<file path="src/rtl/pcie_mmio_cpl_gen.sv">
// -----------------------------------------------------------------------------
// pcie_mmio_cpl_gen
//
// Turns a decoded MMIO read request into a single-beat PCIe completion TLP on
// an Avalon-ST style TX interface. One request is in flight at a time:
//
//   IDLE    : req_ready high; a request is captured on req_valid.
//   RD_WAIT : a one-cycle rd_req has been issued to the register file; wait
//             for rd_valid, or give up after RD_TIMEOUT cycles and return
//             all-ones data with a one-cycle timeout_err pulse.
//   TX_SEND : present the completion (CplD, or Cpl/UR for unsupported
//             requests) and hold it stable until tx_ready.
//
// Ports
//   clk, rst_n        : sole clock, asynchronous active-low reset
//   req_*             : decoded request (valid/ready handshake, tag, requester
//                       id, length 1DW/2DW, address [6:0], tc, attr, vf, ur)
//   cpl_id            : completer id, sampled with the request
//   rd_req            : one-cycle read strobe to the register file
//   rd_valid, rd_data : register file read response
//   tx_valid/sop/eop  : TX beat control (single-beat TLPs, all three equal)
//   tx_hdr            : 4DW TLP header, DW0 in [127:96]
//   tx_data           : TLP payload, DW0 in [31:0]
//   tx_vf_active      : req_vf_active of the request being completed
//   tx_ready          : TX sink ready
//   timeout_err       : one-cycle pulse when a read times out
// -----------------------------------------------------------------------------
module pcie_mmio_cpl_gen #(
    parameter int RD_TIMEOUT = 256,
    parameter int TAG_W      = 8
) (
    input  logic             clk,
    input  logic             rst_n,

    input  logic             req_valid,
    output logic             req_ready,
    input  logic [TAG_W-1:0] req_tag,
    input  logic [15:0]      req_id,
    input  logic             req_len,
    input  logic [6:0]       req_addr,
    input  logic [2:0]       req_tc,
    input  logic [2:0]       req_attr,
    input  logic             req_vf_active,
    input  logic             req_ur,
    input  logic [15:0]      cpl_id,

    output logic             rd_req,
    input  logic             rd_valid,
    input  logic [63:0]      rd_data,

    output logic             tx_valid,
    output logic             tx_sop,
    output logic             tx_eop,
    output logic [127:0]     tx_hdr,
    output logic [255:0]     tx_data,
    output logic             tx_vf_active,
    input  logic             tx_ready,

    output logic             timeout_err
);

    // -------------------------------------------------------------------------
    // Constants
    // -------------------------------------------------------------------------
    localparam int CNT_W = (RD_TIMEOUT > 1) ? $clog2(RD_TIMEOUT) : 1;
    localparam logic [CNT_W-1:0] CNT_LAST = CNT_W'(RD_TIMEOUT - 1);

    localparam logic [2:0] FMT_CPLD  = 3'b010;  // 3DW header with data
    localparam logic [2:0] FMT_CPL   = 3'b000;  // 3DW header, no data
    localparam logic [4:0] TYPE_CPL  = 5'b01010;
    localparam logic [2:0] STATUS_SC = 3'b000;
    localparam logic [2:0] STATUS_UR = 3'b001;

    typedef enum logic [1:0] {
        IDLE    = 2'd0,
        RD_WAIT = 2'd1,
        TX_SEND = 2'd2
    } state_t;

    state_t state, next_state;

    // -------------------------------------------------------------------------
    // Request holding registers
    // -------------------------------------------------------------------------
    logic [TAG_W-1:0] hold_tag;
    logic [15:0]      hold_id;
    logic             hold_len;
    logic [4:0]       hold_addr;     // address bits [6:2]; completions are DW aligned
    logic [2:0]       hold_tc;
    logic [2:0]       hold_attr;
    logic             hold_vf;
    logic             hold_ur;
    logic [15:0]      hold_cpl_id;
    logic [63:0]      rd_buf;

    logic [CNT_W-1:0] wait_cnt;

    logic             accept;
    logic             rd_hit;
    logic             rd_timeout;

    // Byte-enable bits of the address never reach the completion.
    logic unused_addr_bits;
    assign unused_addr_bits = &{1'b0, req_addr[1:0]};

    // -------------------------------------------------------------------------
    // FSM: state register
    // -------------------------------------------------------------------------
    // NOTE: sequential state is written with <= so every flop samples the
    // pre-edge values of its sources regardless of statement order.
    always_ff @(posedge clk or negedge rst_n) begin
        if (!rst_n) begin
            state <= IDLE;
        end else begin
            state <= next_state;
        end
    end

    // -------------------------------------------------------------------------
    // FSM: next state and control strobes
    // -------------------------------------------------------------------------
    // NOTE: every signal written here gets a default first; a path that left
    // one unassigned would infer a latch.
    always_comb begin
        next_state = state;
        accept     = 1'b0;
        rd_hit     = 1'b0;
        rd_timeout = 1'b0;

        case (state)
            IDLE: begin
                if (req_valid) begin
                    accept     = 1'b1;
                    next_state = req_ur ? TX_SEND : RD_WAIT;
                end
            end

            RD_WAIT: begin
                // Data arriving on the last wait cycle still beats the timeout.
                if (rd_valid) begin
                    rd_hit     = 1'b1;
                    next_state = TX_SEND;
                end else if (wait_cnt == CNT_LAST) begin
                    rd_timeout = 1'b1;
                    next_state = TX_SEND;
                end
            end

            TX_SEND: begin
                if (tx_ready) begin
                    next_state = IDLE;
                end
            end

            default: begin
                next_state = IDLE;
            end
        endcase
    end

    assign req_ready = (state == IDLE);

    // -------------------------------------------------------------------------
    // Request capture, read strobe, wait counter, read data, timeout pulse
    // -------------------------------------------------------------------------
    // NOTE: the holding registers are reset along with the control flops so
    // that tx_vf_active and the header fields are defined zero out of reset
    // and a request interrupted by reset leaves nothing behind.
    always_ff @(posedge clk or negedge rst_n) begin
        if (!rst_n) begin
            hold_tag    <= '0;
            hold_id     <= '0;
            hold_len    <= 1'b0;
            hold_addr   <= '0;
            hold_tc     <= '0;
            hold_attr   <= '0;
            hold_vf     <= 1'b0;
            hold_ur     <= 1'b0;
            hold_cpl_id <= '0;
            rd_buf      <= '0;
            rd_req      <= 1'b0;
            wait_cnt    <= '0;
            timeout_err <= 1'b0;
        end else begin
            if (accept) begin
                hold_tag    <= req_tag;
                hold_id     <= req_id;
                hold_len    <= req_len;
                hold_addr   <= req_addr[6:2];
                hold_tc     <= req_tc;
                hold_attr   <= req_attr;
                hold_vf     <= req_vf_active;
                hold_ur     <= req_ur;
                hold_cpl_id <= cpl_id;
            end

            // Strobe lands in the first RD_WAIT cycle.
            rd_req <= accept && !req_ur;

            // Counter runs only while waiting, so it is 0 on every entry.
            if (state == RD_WAIT) begin
                wait_cnt <= wait_cnt + CNT_W'(1);
            end else begin
                wait_cnt <= '0;
            end

            if (rd_hit) begin
                rd_buf <= rd_data;
            end else if (rd_timeout) begin
                rd_buf <= '1;
            end

            // Pulse coincides with the first cycle of the all-ones completion.
            timeout_err <= rd_timeout;
        end
    end

    // -------------------------------------------------------------------------
    // Completion TLP assembly
    // -------------------------------------------------------------------------
    logic [31:0]  hdr_dw0;
    logic [31:0]  hdr_dw1;
    logic [31:0]  hdr_dw2;
    logic [255:0] payload;
    logic [7:0]   tag8;

    assign tag8 = 8'(hold_tag);

    always_comb begin
        hdr_dw0 = '0;
        hdr_dw1 = '0;
        hdr_dw2 = '0;
        payload = '0;

        // DW0: format/type, traffic class, attributes, length in DW
        hdr_dw0[31:29] = hold_ur ? FMT_CPL : FMT_CPLD;
        hdr_dw0[28:24] = TYPE_CPL;
        hdr_dw0[22:20] = hold_tc;
        hdr_dw0[18]    = hold_attr[2];   // ido
        hdr_dw0[13:12] = hold_attr[1:0]; // ro, ns
        if (!hold_ur) begin
            hdr_dw0[9:0] = hold_len ? 10'd2 : 10'd1;
        end

        // DW1: completer id, status, byte count (BCM stays 0)
        hdr_dw1[31:16] = hold_cpl_id;
        hdr_dw1[15:13] = hold_ur ? STATUS_UR : STATUS_SC;
        hdr_dw1[11:0]  = (!hold_ur && hold_len) ? 12'd8 : 12'd4;

        // DW2: requester id, tag, lower address (DW aligned)
        hdr_dw2[31:16] = hold_id;
        hdr_dw2[15:8]  = tag8;
        hdr_dw2[6:0]   = {hold_addr, 2'b00};

        if (!hold_ur) begin
            if (hold_len) begin
                payload[63:0] = rd_buf;
            end else begin
                payload[31:0] = rd_buf[31:0];
            end
        end
    end

    // Single-beat TLP: valid, sop and eop are the same signal. Header and
    // payload are zero outside TX_SEND and derive only from registers that are
    // frozen in TX_SEND, so they stay stable while tx_ready is low.
    assign tx_valid     = (state == TX_SEND);
    assign tx_sop       = tx_valid;
    assign tx_eop       = tx_valid;
    assign tx_hdr       = tx_valid ? {hdr_dw0, hdr_dw1, hdr_dw2, 32'h0} : '0;
    assign tx_data      = tx_valid ? payload : '0;
    assign tx_vf_active = hold_vf;

endmodule

</file>
<file path="config.mk">
export PLATFORM = sky130hd
export DESIGN_NAME = pcie_mmio_cpl_gen
export DESIGN_NICKNAME = d
export VERILOG_FILES = /design/src/rtl/pcie_mmio_cpl_gen.sv
export SDC_FILE = /design/constraint.sdc
export NUM_CORES = 1
export LEC_CHECK = 0
export BUFFER_PORTS_ARGS = -buffer_cell sky130_fd_sc_hd__buf_2
export CAP_MARGIN = 30
export CORE_AREA = 2 2 203 205
export DETAILED_ROUTE_END_ITERATION = 8
export DIE_AREA = 0 0 205 207
export PLACE_DENSITY = 0.49
export SKIP_CTS_REPAIR_TIMING = 1
export SYNTH_ARGS = -nofsm -noshare
export SYNTH_HDL_FRONTEND = slang
export SYNTH_SLANG_ARGS = --single-unit
</file>
<file path="constraint.sdc">
create_clock -name clk -period 2.35 [get_ports clk]
set_input_delay 0.47 -clock clk [delete_from_list [all_inputs] [get_ports clk]]
set_output_delay 0.47 -clock clk [all_outputs]
set_load 0.005 [all_outputs]
</file>
==> results of run 1 <==
==> Yosys cell counts (all sizes together) <==
library cell  count
inv               5
nand2b            2
nand3b            1
a21oi             5
nor3              1
and2             86
conb              1
dfrtp           130
nand4             2
xor2              1
nand2           130
nor2              8
clkbuf           30
mux2             54
o211ai            1
or3               3
nor2b             1
buf             279
o21ai             4
xnor2             2
nand3            67
o22ai             1
and3             33
or4               1
and3b             1
ha                1
==> metal layers <==
layer	up-vias	global-route usage	share of wire
met3	10	0.0274	0.057
met2	245	0.165	0.51
met5	-	0	0
met1	2732	0.114	0.42
li1	2677	-	-
met4	0	0.0313	0.015
==> per-stage QoR <==
step | instance area, sq um | utilization
6_report | 9820 | 0.243
3_5_place_dp | 8830 | 0.219
2_1_floorplan | 8900 | -
4_1_cts | 9490 | 0.235
3_3_place_gp | 8830 | 0.219
5_1_grt | 9820 | 0.243
==> report_power, final <==
group	total (mW)	leakage (nW)	internal, mW	switching (mW)
Clock	3.03	0.319	1.99	1.03
Combinational	3.74	3.51	1.91	1.82
Sequential	3.80	1.57	3.28	0.518
==> registers in the layout, indices dropped and copies added (netlist names) <==
name          count
hold_ur           1
hold_tc           3
hold_attr         3
wait_cnt          8
rd_buf           64
rd_req            1
hold_addr         5
timeout_err       1
hold_cpl_id      16
hold_id          16
state             2
tx_vf_active      1
hold_tag          8
hold_len          1
==> placed cells by master (no fill, tap or decap), types with 6 or more instances in the layout <==
| cell type | instances |
|---|---|
| and2_4 | 20 |
| conb_1 | 261 |
| nand2_1 | 130 |
| buf_4 | 14 |
| buf_12 | 6 |
| and3_1 | 32 |
| and2_1 | 65 |
| clkbuf_16 | 20 |
| dfrtp_1 | 128 |
| nand3_1 | 57 |
| nor2_1 | 8 |
| mux2_2 | 54 |
| nand3_2 | 10 |
| buf_6 | 22 |
| buf_2 | 231 |
==> worst max-delay path, stage by stage (launching register included) <==
cell and delay [ps]:
dfrtp_2 420, nand2b_4 170, inv_4 80, and3_4 310, clkbuf_16 210, and2_4 140, buf_6 90
==> path summary, 6_finish.rpt <==
check,startpoint,end,slack (ps),cells past startpoint
min in group asynchronous,rst_n,hold_id[10],510,2
max,state[0],tx_data[56],30,6
min,rd_data[56],rd_buf[56],250,3
max in group asynchronous,rst_n,hold_id[14],1210,3
min reg2reg,rd_buf[11],rd_buf[11],480,2
max reg2reg,wait_cnt[0],rd_buf[51],440,5
==> cells by family after synthesis <==
group / Yosys count
compound gates: 11
xor+xnor: 3
fa+ha+maj: 1
buf+inv: 314
flops: 130
mux: 54
other cells: 1
simple gates: 336
==> final cells by class <==
type | count | area share
multi-input combinational | 666 | 0.355
antenna | 1 | 0.000255
sequential | 130 | 0.332
clock inverter | 9 | 0.0178
clock buffer | 23 | 0.0497
timing repair buffer | 278 | 0.176
inverter | 5 | 0.00217
tap | 532 | 0.0678
==> impl_metrics.tcl, run 1 <==
set metrics [dict create \
    cts_made_buffers 17 \
    pre_cts_ws_ps 327 \
    synthAdderAreaFrac 0.00158 \
    io_pins 516 \
    yosysSeqAreaShare 0.411 \
    drc 0 \
    min_period_over_period 0.988 \
    tns_ps 0 \
    syn_to_final_growth_pct 23.9 \
    drt_iter0_drc 242 \
    ys_types 29 \
    fillers 4415 \
    slew_viol_final 0 \
    die_area_sq_um 42400 \
    hpwlAfterDp_mm 15.0 \
    hp-class "in2reg" \
    antenna_found_initial 1 \
    final_hold_viol_count 0 \
    synth.area.mux_share 0.0767 \
    synth_top_family_by_area "buffers and inverters" \
    design.core.area_sq_um 40400 \
    max_freq_ghz 0.431 \
    nNetsFinal 1224 \
    clockBufferDepth 2 \
    yosys_register_bits 130 \
    antenna_left 0 \
    multiInputGateArea_sq_um 3480 \
    root_buffer "clkbuf_16" \
    grt_pass1_wl_mm 30.6 \
    final_cells 1644 \
    synth_compound_area_frac 0.00742 \
    grt_overflow 0 \
    routed_via_density 3.45 \
    yosys.area_share.simple 0.218 \
    grt_pass1_vias 5149 \
    required_ps 1880 \
    setup_violations 0 \
    start_util 0.196 \
    power.total_mw 10.6 \
    critPathKind "reg2out" \
    syn_area_sq_um 7920 \
    clk_pin_slew_worst_paths_ps 70 \
    synth_top_area_share 0.411 \
    gp_congestion 0.703 \
    rows 74 \
    dieWidth_microns 205 \
    port_buffers 252 \
    cellPowerDensity_nw_per_um2 1080 \
    timing.final.ws_setup_ps 27.7 \
    clk_latency_ps 430 \
    cts_num_sinks 130 \
    ys_top_cells_by_area "dfrtp_1 41%, buf_4 25%, mux2_2 7.7%, and2_1 6.8%, nand2_1 6.2%" \
    rsz0062_at_grt "yes" \
    yosys.area.top_type "dfrtp_1" \
    grt_max_degree 56 \
    finalCriticalPeriod_ps 2320 \
    worst_pin_slew_ps 562 \
    track_usage 0.0961 \
    die_h_microns 207 \
    status "finished clean" \
    cts_tree "yes" \
    wl_mm 21.6 \
    maxCapViolations 0 \
    synth_xor_xnor_area_share 0.00332 \
    htree_levels 4 \
    syn_inst 850 \
    vdd_drop_max_uv 483 \
    leakage_nw 5.40 \
    placedCellCount 1602 \
    start_kind "register" \
    drtPass1Iterations 4 \
    cp_max_fo 8 \
    seqCellArea_sq_um 3260 \
    yosys_warnings 0 \
    relSlewSlack 0.625 \
    holdWs_ps 253 \
    finalClockSkew_ps 13.1 \
    syn_area_per_cell_sq_um 9.32 \
    arrival_ps 1850 \
    layout-drive-gt1-share 0.359 \
    num_vias 5664 \
    crit_path_end_kind "output pin" \
    detail_route.wl_per_cell_microns 13.2 \
]
No activity file was read; power rests on OpenSTA's default activity.
==> run 2, diff against run 1 <==
--- a/config.mk
+++ b/config.mk
@@ -8,9 +8,11 @@
 export BUFFER_PORTS_ARGS = -buffer_cell sky130_fd_sc_hd__buf_2
 export CAP_MARGIN = 30
 export CORE_AREA = 2 2 203 205
+export CTS_CLUSTER_DIAMETER = 40
 export DETAILED_ROUTE_END_ITERATION = 8
 export DIE_AREA = 0 0 205 207
 export PLACE_DENSITY = 0.49
+export RECOVER_POWER = 100
 export SKIP_CTS_REPAIR_TIMING = 1
 export SYNTH_ARGS = -nofsm -noshare
 export SYNTH_HDL_FRONTEND = slang
==> impl_metrics.tcl, run 2 (same netlist as run 1, synthesis figures left out) <==
set metrics [dict create \
    gp_congestion 0.703 \
    arrival_ps 1850 \
    final_cell_mix "261 x conb_1, 231 x buf_2, 130 x nand2_1, 128 x dfrtp_1, 65 x and2_1" \
    ff2ff_setup_slack_ps 440 \
    nNetsFinal 1224 \
    placedCellCount 1602 \
    placed_area_sq_um 8830 \
    dieWidth_microns 205 \
    largestRegisters "rd_buf: 64 flops, hold_cpl_id: 16 flops, hold_id: 16 flops" \
    cellPowerDensity_nw_per_um2 1080 \
    setup_violations 0 \
    status "finished clean" \
    relSlewSlack 0.365 \
    tns_ps 0 \
    rsz0062_at_grt "yes" \
    min_from "rd_data[56]" \
    met3_usage 0.0274 \
    htree_levels 4 \
    grt_pass1_wl_mm 30.6 \
    drt_iter0_drc 242 \
    io_pins 516 \
    critical_path.startpoint "state[0]" \
    worst_pin_slew_ps 952 \
    crit_path_end_kind "output pin" \
    slowest_delay_ps 420 \
    largest_reg_flops 64 \
    required_ps 1880 \
    max_freq_ghz 0.431 \
    vdd_drop_max_uv 483 \
    drtPass1Iterations 4 \
    antenna_left 0 \
    grt_max_degree 56 \
    syn_to_final_growth_pct 23.8 \
    power.total_mw 10.6 \
    critPathKind "reg2out" \
    stdcell_area_sq_um 9810 \
    port_buffers 252 \
    num_vias 5664 \
    grt_overflow 0 \
    maxCapViolations 0 \
    grt_pass1_vias 5149 \
    cts_made_buffers 17 \
    min_period_over_period 0.988 \
    finalClockSkew_ps 13.1 \
    fillers 4417 \
    root_buffer "clkbuf_16" \
    multiInputGateArea_sq_um 3480 \
    wl_mm 21.6 \
    start_util 0.196 \
    leakage_nw 5.40 \
    hold_path_end "rd_buf[56]" \
    layout-drive-gt1-share 0.359 \
    clockBufferDepth 2 \
    cpMaxStageDelayCell "dfrtp_2" \
    antenna_found_initial 1 \
    start_kind "register" \
    die_area_sq_um 42400 \
    final_common_cell "conb_1" \
    met1_usage 0.114 \
    r2r_start "wait_cnt[0]" \
    cp_max_fo 8 \
    holdWs_ps 253 \
    final_hold_viol_count 0 \
    timing.final.ws_setup_ps 27.7 \
    drc 0 \
    top_usage_layer "met2" \
    finish.utilization 0.243 \
    final_cells 1644 \
    finalCriticalPeriod_ps 2320 \
    clk_pin_slew_worst_paths_ps 70 \
    critical-path-top-delay-family "simple AND/OR/NAND/NOR gates" \
    cts_tree "yes" \
    r2r_cells 5 \
    routed_via_density 3.45 \
    track_usage 0.0961 \
    hpwlAfterDp_mm 15.0 \
    crit_chain "nand2b_4, inv_4, and3_4, clkbuf_16, and2_4, buf_6" \
    slew_viol_final 0 \
    top_register "rd_buf" \
    detail_route.wl_per_cell_microns 13.2 \
    holdPathStages 3 \
    worstReg2RegEnd "rd_buf[51]" \
    hp-class "in2reg" \
    seqCellArea_sq_um 3260 \
    path_buf_inv 3 \
    use_met2 0.165 \
    cts_num_sinks 130 \
    design.core.area_sq_um 40400 \
    die_h_microns 207 \
    clk_latency_ps 430 \
    rows 74 \
    pre_cts_ws_ps 327 \
]
run 2: worst max path at each step:
stage	to	slack, ps	depth (start not counted)
2_1_floorplan	tx_data[54]	520	5
3_3_place_gp	tx_data[32]	340	6
3_5_place_dp	tx_data[47]	330	6
4_1_cts	tx_data[32]	-170	6
5_1_grt	tx_data[34]	-80	6
6_report	tx_data[56]	30	6
run 2: per-layer routing:
| metal | share of wire | wire, microns |
|---|---|---|
| met1 | 0.42 | 9060 |
| met2 | 0.51 | 11000 |
| met3 | 0.057 | 1240 |
| met4 | 0.015 | 321 |
| met5 | 0 | 0 |
run 2: worst register-to-register path, stage by stage (launching register included):
cell and delay [ps]:
dfrtp_1 400, ha_1 210, nand3_1 190, or4_4 540, buf_4 300, nand3_1 210
run 2: power by group:
group	switching [mW]	internal, mW
registers	0.518	3.28
clock network	1.03	1.99
logic	1.82	1.91
run 2: final cells by class:
| type | count | area share |
|---|---|---|
| Antenna cell | 1 | 0.000255 |
| Clock buffer | 23 | 0.0497 |
| Clock inverter | 9 | 0.0179 |
| Inverter | 5 | 0.00217 |
| Multi-Input combinational cell | 666 | 0.355 |
| Sequential cell | 130 | 0.332 |
| Tap cell | 532 | 0.0678 |
| Timing Repair Buffer | 278 | 0.176 |
==> run 3, diff against run 2 <==
--- a/config.mk
+++ b/config.mk
@@ -5,6 +5,7 @@
 export SDC_FILE = /design/constraint.sdc
 export NUM_CORES = 1
 export LEC_CHECK = 0
+export ABC_AREA = 1
 export BUFFER_PORTS_ARGS = -buffer_cell sky130_fd_sc_hd__buf_2
 export CAP_MARGIN = 30
 export CORE_AREA = 2 2 203 205
==> impl_metrics.tcl, run 3 <==
set metrics [dict create \
    placedCellCount 1848 \
    clk_latency_ps 420 \
    ys_top_cells_by_area "dfrtp_1 40%, buf_4 25%, inv_1 8.7%, nor2_1 8.5%, nand2_1 6.7%" \
    yosysSeqAreaShare 0.399 \
    worst_pin_slew_ps 1060 \
    rows 74 \
    antenna_left 0 \
    synth_top_family_by_area "buffers and inverters" \
    min_period_over_period 0.937 \
    clk_pin_slew_worst_paths_ps 60 \
    timing.final.ws_setup_ps 147 \
    critPathKind "reg2out" \
    hold_path_end "state[0]" \
    max_freq_ghz 0.454 \
    grt_overflow 0 \
    hp-class "in2reg" \
    status "finished clean" \
    power.total_mw 9.82 \
    dieWidth_microns 205 \
    seqPwrFrac 0.373 \
    switchingPower_mw 3.53 \
    leakage_nw 5.90 \
    multiInputGateArea_sq_um 2970 \
    yosys.area_share.simple 0.163 \
    final_hold_viol_count 0 \
    synth_edf_count 0 \
    layout-drive-gt1-share 0.225 \
    final_common_cell "conb_1" \
    holdWs_ps 268 \
    grt_max_degree 81 \
    synth_xor_xnor_area_share 0.00107 \
    final_cell_mix "261 x conb_1, 252 x buf_2, 188 x inv_1, 183 x nor2_1, 147 x nand2_1" \
    yosys_register_bits 130 \
    holdPathStages 2 \
    yosys.area.top_type "dfrtp_1" \
    top_register "rd_buf" \
    cts_tree "yes" \
    hpwlAfterDp_mm 14.6 \
    syn_to_final_growth_pct 18.0 \
    grt_pass1_wl_mm 29.8 \
    syn_inst 1103 \
    die_area_sq_um 42400 \
    r2r_start "state[1]" \
    final_cells 1880 \
    arrival_ps 1730 \
    antenna_found_initial 1 \
    worstReg2RegEnd "rd_buf[41]" \
    synth_flop_cell "dfrtp_1" \
    drc 0 \
    largest_reg_flops 64 \
    slowest_delay_ps 370 \
    cts_made_buffers 17 \
    finish.utilization 0.238 \
    die_h_microns 207 \
    crit_chain "inv_2, nor2_2, inv_2, nor2_4, nand2_2, buf_8, nor2_1, buf_2" \
    pwr-share-clk 0.276 \
    synthAdderAreaFrac 0.00154 \
    clockBufferDepth 2 \
    wl_mm 19.2 \
    maxCapViolations 0 \
    num_vias 6401 \
    finalClockSkew_ps 6.21 \
    pre_cts_ws_ps 438 \
    nNetsFinal 1463 \
    synth.area.mux_share 0 \
    htree_levels 4 \
    routed_via_density 3.40 \
    crit_path_end_kind "output pin" \
    port_buffers 252 \
    cellPowerDensity_nw_per_um2 1020 \
    cts_num_sinks 130 \
    synth_top_area_share 0.399 \
    largestRegisters "rd_buf: 64 flops, hold_cpl_id: 16 flops, hold_id: 16 flops" \
    grt_pass1_vias 5713 \
    drt_iter0_drc 233 \
    r2r_cells 6 \
    yosys_warnings 0 \
    seqCellArea_sq_um 3250 \
    start_kind "register" \
    drtPass1Iterations 4 \
    p_int_mw 6.29 \
    root_buffer "clkbuf_16" \
    setup_violations 0 \
    track_usage 0.0894 \
    ff2ff_setup_slack_ps 540 \
    swShare 0.360 \
    synthArstFlopShare 1.00 \
    design.core.area_sq_um 40400 \
    slew_viol_final 0 \
    required_ps 1880 \
    relSlewSlack 0.294 \
    cp_common_cell "inv_2" \
    min_from "req_ur" \
    p_comb_frac 0.351 \
    finalCriticalPeriod_ps 2200 \
    synth.most_common_cell "buf_4" \
    syn_area_per_cell_sq_um 7.39 \
    syn_area_sq_um 8150 \
    diodes 0 \
    io_pins 516 \
    vdd_drop_max_uv 536 \
    detail_route.wl_per_cell_microns 10.2 \
    cp_max_fo 33 \
    gp_congestion 0.744 \
    synth_compound_area_frac 0.0755 \
    cpMaxStageDelayCell "dfrtp_1" \
    ys_types 19 \
    ys_top_cells_by_count "269 x buf_4, 188 x inv_1, 184 x nor2_1" \
    start_util 0.202 \
    fillers 4590 \
]
run 3: cell types whose count changed in the layout (fill, tap and decap cells not counted), sizes merged, moves of 11 or more:
| cell | before | now |
|---|---|---|
| buf | 273 | 262 |
| o21ai | 4 | 67 |
| inv | 5 | 193 |
| nand2 | 130 | 149 |
| a21oi | 5 | 56 |
| nand3 | 67 | 8 |
| and3 | 33 | 0 |
| mux2 | 54 | 0 |
| nor2 | 8 | 188 |
| and2 | 86 | 0 |
run 3: kinds of logic (layout without fill, tap and decap cells):
family                     count (synthesis)  after routing
adders and majority gates                  1              1
DFF                                      130            130
buffers and inverters                    502            487
xor gates and xnor gates                   1              1
and+or+nand+nor                          345            345
AOI/OAI and AO/OA                        123            123
other                                      1            261
run 3: worst max path at each step:
stage | cells past startpoint | slack [ps] | to | from
6_report | 8 | 150 | tx_data[34] | state[1]
2_1_floorplan | 7 | 560 | tx_hdr[97] | state[0]
5_1_grt | 8 | -6 | tx_data[45] | state[1]
3_5_place_dp | 7 | 440 | tx_data[43] | state[0]
3_3_place_gp | 7 | 490 | tx_data[43] | state[0]
4_1_cts | 7 | -50 | tx_data[3] | state[1]
run 3: area by class of cell:
type,instances,share of cell area
flip-flops and latches,130,0.338
multi-input cells,731,0.308
repair buffers,264,0.147
inverters,193,0.0756
well taps,532,0.0692
clock buffers,21,0.0479
clock inverters,9,0.0138
run 3: metrics by stage:
stage	instance area, sq um	setup TNS (ps)
floorplan	9130	0
global placement	9010	0
detailed placement	9010	0
CTS	9600	-631
global route	9620	-5.69
finish	9620	0
run 3: critical path: cells and delay by family (launching register included):
kind	cells	cell delay, ps
buffers and inverters	4	420
DFF	1	370
and+or+nand+nor	4	470
run 3: power groups by stage:
| stage | registers (mW) | clock network (mW) | logic (mW) |
|---|---|---|---|
| 2_1_floorplan | 3.59 | 0 | 2.53 |
| 3_3_place_gp | 3.69 | 0 | 3.47 |
| 3_5_place_dp | 3.71 | 0 | 3.49 |
| 4_1_cts | 3.68 | 2.82 | 3.51 |
| 5_1_grt | 3.80 | 2.93 | 4.05 |
| 6_report | 3.66 | 2.71 | 3.45 |
run 3: metal layers:
metal / vias to the layer above / part of all wire / track usage
li1: 3176 / - / -
met1: 2903 / 0.41 / 0.105
met2: 306 / 0.47 / 0.143
met3: 14 / 0.11 / 0.0411
met4: 2 / 0.015 / 0.0318
met5: - / 0.00068 / 0
